## config.mk

```make
export PLATFORM = sky130hd
export DESIGN_NAME = add3_pipe
export DESIGN_NICKNAME = d
export VERILOG_FILES = /design/src/rtl/add3_pipe.sv
export SDC_FILE = /design/constraint.sdc
export NUM_CORES = 1
export LEC_CHECK = 0
export ABC_CLOCK_PERIOD_IN_PS = 5900
export CORE_MARGIN = 4
export CORE_UTILIZATION = 35
export DETAILED_ROUTE_END_ITERATION = 10
export PLACE_DENSITY = 0.7
export SETUP_SLACK_MARGIN = 0.02
export SLEW_MARGIN = 10
export SYNTH_ARGS = -nofsm -noshare
export SYNTH_HDL_FRONTEND = slang
export SYNTH_SLANG_ARGS = --single-unit
```

## constraint.sdc

```tcl
create_clock -name clk -period 5.9 [get_ports clk]
set_input_delay 0.885 -clock clk [delete_from_list [all_inputs] [get_ports clk]]
set_output_delay 0.885 -clock clk [all_outputs]
set_load 0.02 [all_outputs]
```

## src/rtl/add3_pipe.sv

```systemverilog
// add3_pipe: two-stage valid/ready adder pipeline, d = a + b then e = d + c, with overflow and done count.
// Define ADD3_PIPE_SAT_EN to saturate each add on signed overflow instead of wrapping.
module add3_pipe #(
    parameter int WIDTH   = 32,
    parameter int COUNT_W = 16
) (
    input  logic               clk,
    input  logic               rst,
    input  logic               in_valid,
    output logic               in_ready,
    input  logic [WIDTH-1:0]   in_a,
    input  logic [WIDTH-1:0]   in_b,
    input  logic [WIDTH-1:0]   in_c,
    output logic               out_valid,
    input  logic               out_ready,
    output logic [WIDTH-1:0]   out_d,
    output logic [WIDTH-1:0]   out_e,
    output logic               out_ovf,
    output logic               ovf_sticky,
    input  logic               clr_ovf,
    output logic [COUNT_W-1:0] done_cnt
);

    logic             s1_valid;
    logic [WIDTH-1:0] s1_d;
    logic [WIDTH-1:0] s1_c;
    logic             s1_ovf;
    logic             s2_valid;

    logic             s2_ready;
    logic             s1_adv;
    logic             in_hs;
    logic             out_hs;

    logic [WIDTH-1:0] sum_ab;
    logic             ovf_ab;
    logic [WIDTH-1:0] d_next;
    logic [WIDTH-1:0] sum_dc;
    logic             ovf_dc;
    logic [WIDTH-1:0] e_next;

    assign s2_ready  = !s2_valid || out_ready;
    assign s1_adv    = s1_valid && s2_ready;
    assign in_ready  = !s1_valid || s2_ready;
    assign in_hs     = in_valid && in_ready;
    assign out_valid = s2_valid;
    assign out_hs    = s2_valid && out_ready;

    // Overflow: both operands share a sign the sum does not.
    assign sum_ab = in_a + in_b;
    assign ovf_ab = (in_a[WIDTH-1] == in_b[WIDTH-1]) && (sum_ab[WIDTH-1] != in_a[WIDTH-1]);
    assign sum_dc = s1_d + s1_c;
    assign ovf_dc = (s1_d[WIDTH-1] == s1_c[WIDTH-1]) && (sum_dc[WIDTH-1] != s1_d[WIDTH-1]);

`ifdef ADD3_PIPE_SAT_EN
    localparam logic [WIDTH-1:0] MAX_POS = {1'b0, {(WIDTH-1){1'b1}}};
    localparam logic [WIDTH-1:0] MIN_NEG = {1'b1, {(WIDTH-1){1'b0}}};

    // On overflow the operand sign tells which rail was crossed.
    assign d_next = ovf_ab ? (in_a[WIDTH-1] ? MIN_NEG : MAX_POS) : sum_ab;
    assign e_next = ovf_dc ? (s1_d[WIDTH-1] ? MIN_NEG : MAX_POS) : sum_dc;
`else
    assign d_next = sum_ab;
    assign e_next = sum_dc;
`endif

    always_ff @(posedge clk or posedge rst) begin
        if (rst) begin
            s1_valid <= 1'b0;
            s1_d     <= '0;
            s1_c     <= '0;
            s1_ovf   <= 1'b0;
        end else begin
            if (in_hs) begin
                s1_valid <= 1'b1;
                s1_d     <= d_next;
                s1_c     <= in_c;
                s1_ovf   <= ovf_ab;
            end else if (s1_adv) begin
                s1_valid <= 1'b0;
            end
        end
    end

    always_ff @(posedge clk or posedge rst) begin
        if (rst) begin
            s2_valid <= 1'b0;
            out_d    <= '0;
            out_e    <= '0;
            out_ovf  <= 1'b0;
        end else begin
            if (s1_adv) begin
                s2_valid <= 1'b1;
                out_d    <= s1_d;
                out_e    <= e_next;
                out_ovf  <= s1_ovf || ovf_dc;
            end else if (out_hs) begin
                s2_valid <= 1'b0;
            end
        end
    end

    // Set beats clear when both happen on the same edge.
    always_ff @(posedge clk or posedge rst) begin
        if (rst) begin
            ovf_sticky <= 1'b0;
            done_cnt   <= '0;
        end else begin
            if (out_hs && out_ovf) begin
                ovf_sticky <= 1'b1;
            end else if (clr_ovf) begin
                ovf_sticky <= 1'b0;
            end
            if (out_hs) begin
                done_cnt <= done_cnt + {{(COUNT_W-1){1'b0}}, 1'b1};
            end
        end
    end

endmodule

```

==> flow_summary.ini <==
[power_and_ir_drop]
p_seq_frac = 0.341
leakage_nw = 5.19
clkPwrFrac = 0.254
p_sw_frac = 0.360
p_int_mw = 2.84
max-vdd-ir-drop_uv = 219
power_frac_comb = 0.405
power.switching_mw = 1.60
power.density_nw_per_um2 = 393

[timing]
period_share = 0.588
fmax_mhz = 288
slew-limit-headroom = 0.404
finalCriticalPeriod_ns = 3.47
hold_viol = 0
whs_ns = 0.471
rsz0062_at_grt = false
tns_ns = 0
worst_pin_slew_ns = 0.894
finalMaxSlewViolations = 0
finalClockSkew_ns = 0.00872
finalSetupViolCount = 0

[clocking]
cts_tree = done
clock_path_buffers = 2
cts_buffers = 17
cts-root-buf = clkbuf_16
postCtsHoldBufs = 0
postCtsResizedCells = 0
worstSkewPairLatency_ns = 0.42
cts.sinks = 149
path_clk_slew_ns = 0.06
h-tree-depth = 4
cts_setup_buffers = 0

[layout]
synthToLayoutAreaGrowth_pct = 32.9
layout_commonest_cell = nand2_1
drive_above_1_share = 0.0733
layout.nets = 1244
final_cell_mix = 201 x nand2_1, 184 x clkdlybuf4s50_1, 149 x dfrtp_1, 91 x o21ai_0, 63 x ha_1
fill_cells = 2274
n_antenna_cell = 0
stdcell_count = 1410

[route]
wire_per_inst_um = 15.4
vias = 6885
drc = 0
drtAntennaViolNets = 0
drt_iter0_drc = 453
wirelength_mm = 21.8
firstDrtPassIters = 4
via_per_inst = 4.88

[floorplan]
die_w_um = 164
die_h_um = 164
num_rows = 56
dieArea_um2 = 26800
core_um2 = 23700
initial_core_util = 0.359
ios = 185

[placed_design]
numPortBuffers = 184
place_congestion = 0.847
dp.cells = 1378
dp_hpwl_mm = 16.9

[yosys]
yosys.cell_types.count = 57
synth_flop_cell = dfrtp_1
ys_seq_elements = 149
netlist_instances = 898
syn_avg_cell_area_um2 = 9.46
syn_nets = 1064
async_reset_ff_frac = 1.00
syn_area_um2 = 8500
yosysSeqAreaShare = 0.439
synth-edff-count = 0
yosys_warnings = 0

[grt]
antenna_found_initial = 0
grt_max_degree = 103
grt_pass1_wl_mm = 35.0
grt_pass1_vias = 6773
track_usage = 0.163
grt.overflow.total = 0

[worst_setup_path]
crit_start = s1_d[0]$_DFFE_PP0P_
end_kind = flop
critical_path_class = reg2reg
start_kind = flop
cp_max_fo = 4
regToRegStartpoint = s1_d[0]$_DFFE_PP0P_
required_ns = 6.26
crit_arrival_ns = 3.83

[worst_hold_path]
hp-start = done_cnt[15]$_DFFE_PP0P_
holdCritPathClass = reg2reg

[run_status]
run_status = complete, no violations

[flow_run]
cap_violations = 0
[cell usage after synthesis (all sizes together) (8+ instances only)]
cell / count / share of area
ha: 63 / 0.093
inv: 12 / 0.0053
nor2: 27 / 0.012
a21oi: 52 / 0.031
and3: 13 / 0.0096
a21o: 33 / 0.029
o21bai: 9 / 0.0079
xor2: 35 / 0.036
a31oi: 8 / 0.0059
nand3: 16 / 0.0094
nand2b: 9 / 0.0066
clkbuf: 26 / 0.011
xnor2: 35 / 0.036
dfrtp: 149 / 0.44
nand2: 203 / 0.090
o21ai: 94 / 0.056
mux2: 35 / 0.046
[path summary, 6_finish.rpt]
check                           slack, ns  cells after the start                       end
worst max-delay path                 2.43                     11     out_e[30]$_DFFE_PP0P_
worst min-delay path                 0.47                      1  done_cnt[15]$_DFFE_PP0P_
worst max register to register       2.43                     11     out_e[30]$_DFFE_PP0P_
worst min register to register       0.47                      1  done_cnt[15]$_DFFE_PP0P_
max in group asynchronous            3.68                      3     out_d[14]$_DFFE_PP0P_
min in group asynchronous            1.05                      2      out_e[2]$_DFFE_PP0P_
[worst max-delay path, cell delays in order, from the launching register on]
cell and delay (ns):
dfrtp_1 0.41, ha_1 0.25, fa_1 0.45, a211oi_2 0.28, o21ai_1 0.14, a211o_1 0.35
o31ai_4 0.28, o21ai_2 0.15, a21o_1 0.22, a221o_1 0.36, a2111oi_2 0.37, a211o_1 0.15
[layout make-up]
class,count,area (um^2),area share
Sequential cell,149,3730,0.330
Timing Repair Buffer,188,1870,0.166
Tap cell,319,399,0.0353
Multi-Input combinational cell,710,4630,0.410
Clock inverter,13,170,0.0151
Clock buffer,19,443,0.0392
Inverter,12,50.0,0.00443
[registers in the layout (all words and copies together) (netlist names)]
register,count
s1_c,32
s1_d,32
out_e,32
s1_valid,1
s1_ovf,1
done_cnt,16
out_ovf,1
ovf_sticky,1
out_valid,1
out_d,32
[power groups by stage]
stage               sequential, mW  clock [mW]  combinational, mW
floorplan                     1.73           0              0.837
global placement              1.53           0               1.78
detailed placement            1.54           0               1.81
CTS                           1.52        1.15               1.81
global route                  1.56        1.20               1.97
finish                        1.52        1.13               1.80
[routing by layer]
metal  global-route usage  up-vias  share of wire
met4               0.0400        0         0.0086
met5                    0        -              0
met1                0.219     3196           0.47
met2                0.270      136           0.48
met3               0.0341       14          0.044
li1                     -     3539              -
[kinds of logic (layout without fill, tap and decap cells)]
kind of cell / count (synthesis) / count (layout) / synth area share
flip-flops: 149 / 149 / 0.439
buffers and inverters: 39 / 232 / 0.0172
multiplexers: 37 / 37 / 0.0487
adder cells (fa/ha/maj): 65 / 65 / 0.0975
AO/OA/AOI/OAI: 232 / 232 / 0.169
AND/OR/NAND/NOR: 306 / 306 / 0.157
XOR/XNOR: 70 / 70 / 0.0721
[per-stage QoR]
stage | utilization | power, mW | cell area (um^2) | worst slack (ns)
2_1_floorplan | - | 2.57 | 8500 | 1.01
3_3_place_gp | 0.451 | 3.31 | 10700 | 1.99
3_5_place_dp | 0.451 | 3.34 | 10700 | 1.97
4_1_cts | 0.477 | 4.49 | 11300 | 2.41
5_1_grt | 0.477 | 4.72 | 11300 | 2.15
6_report | 0.477 | 4.44 | 11300 | 2.43
Power figures use the tool's default switching activity.
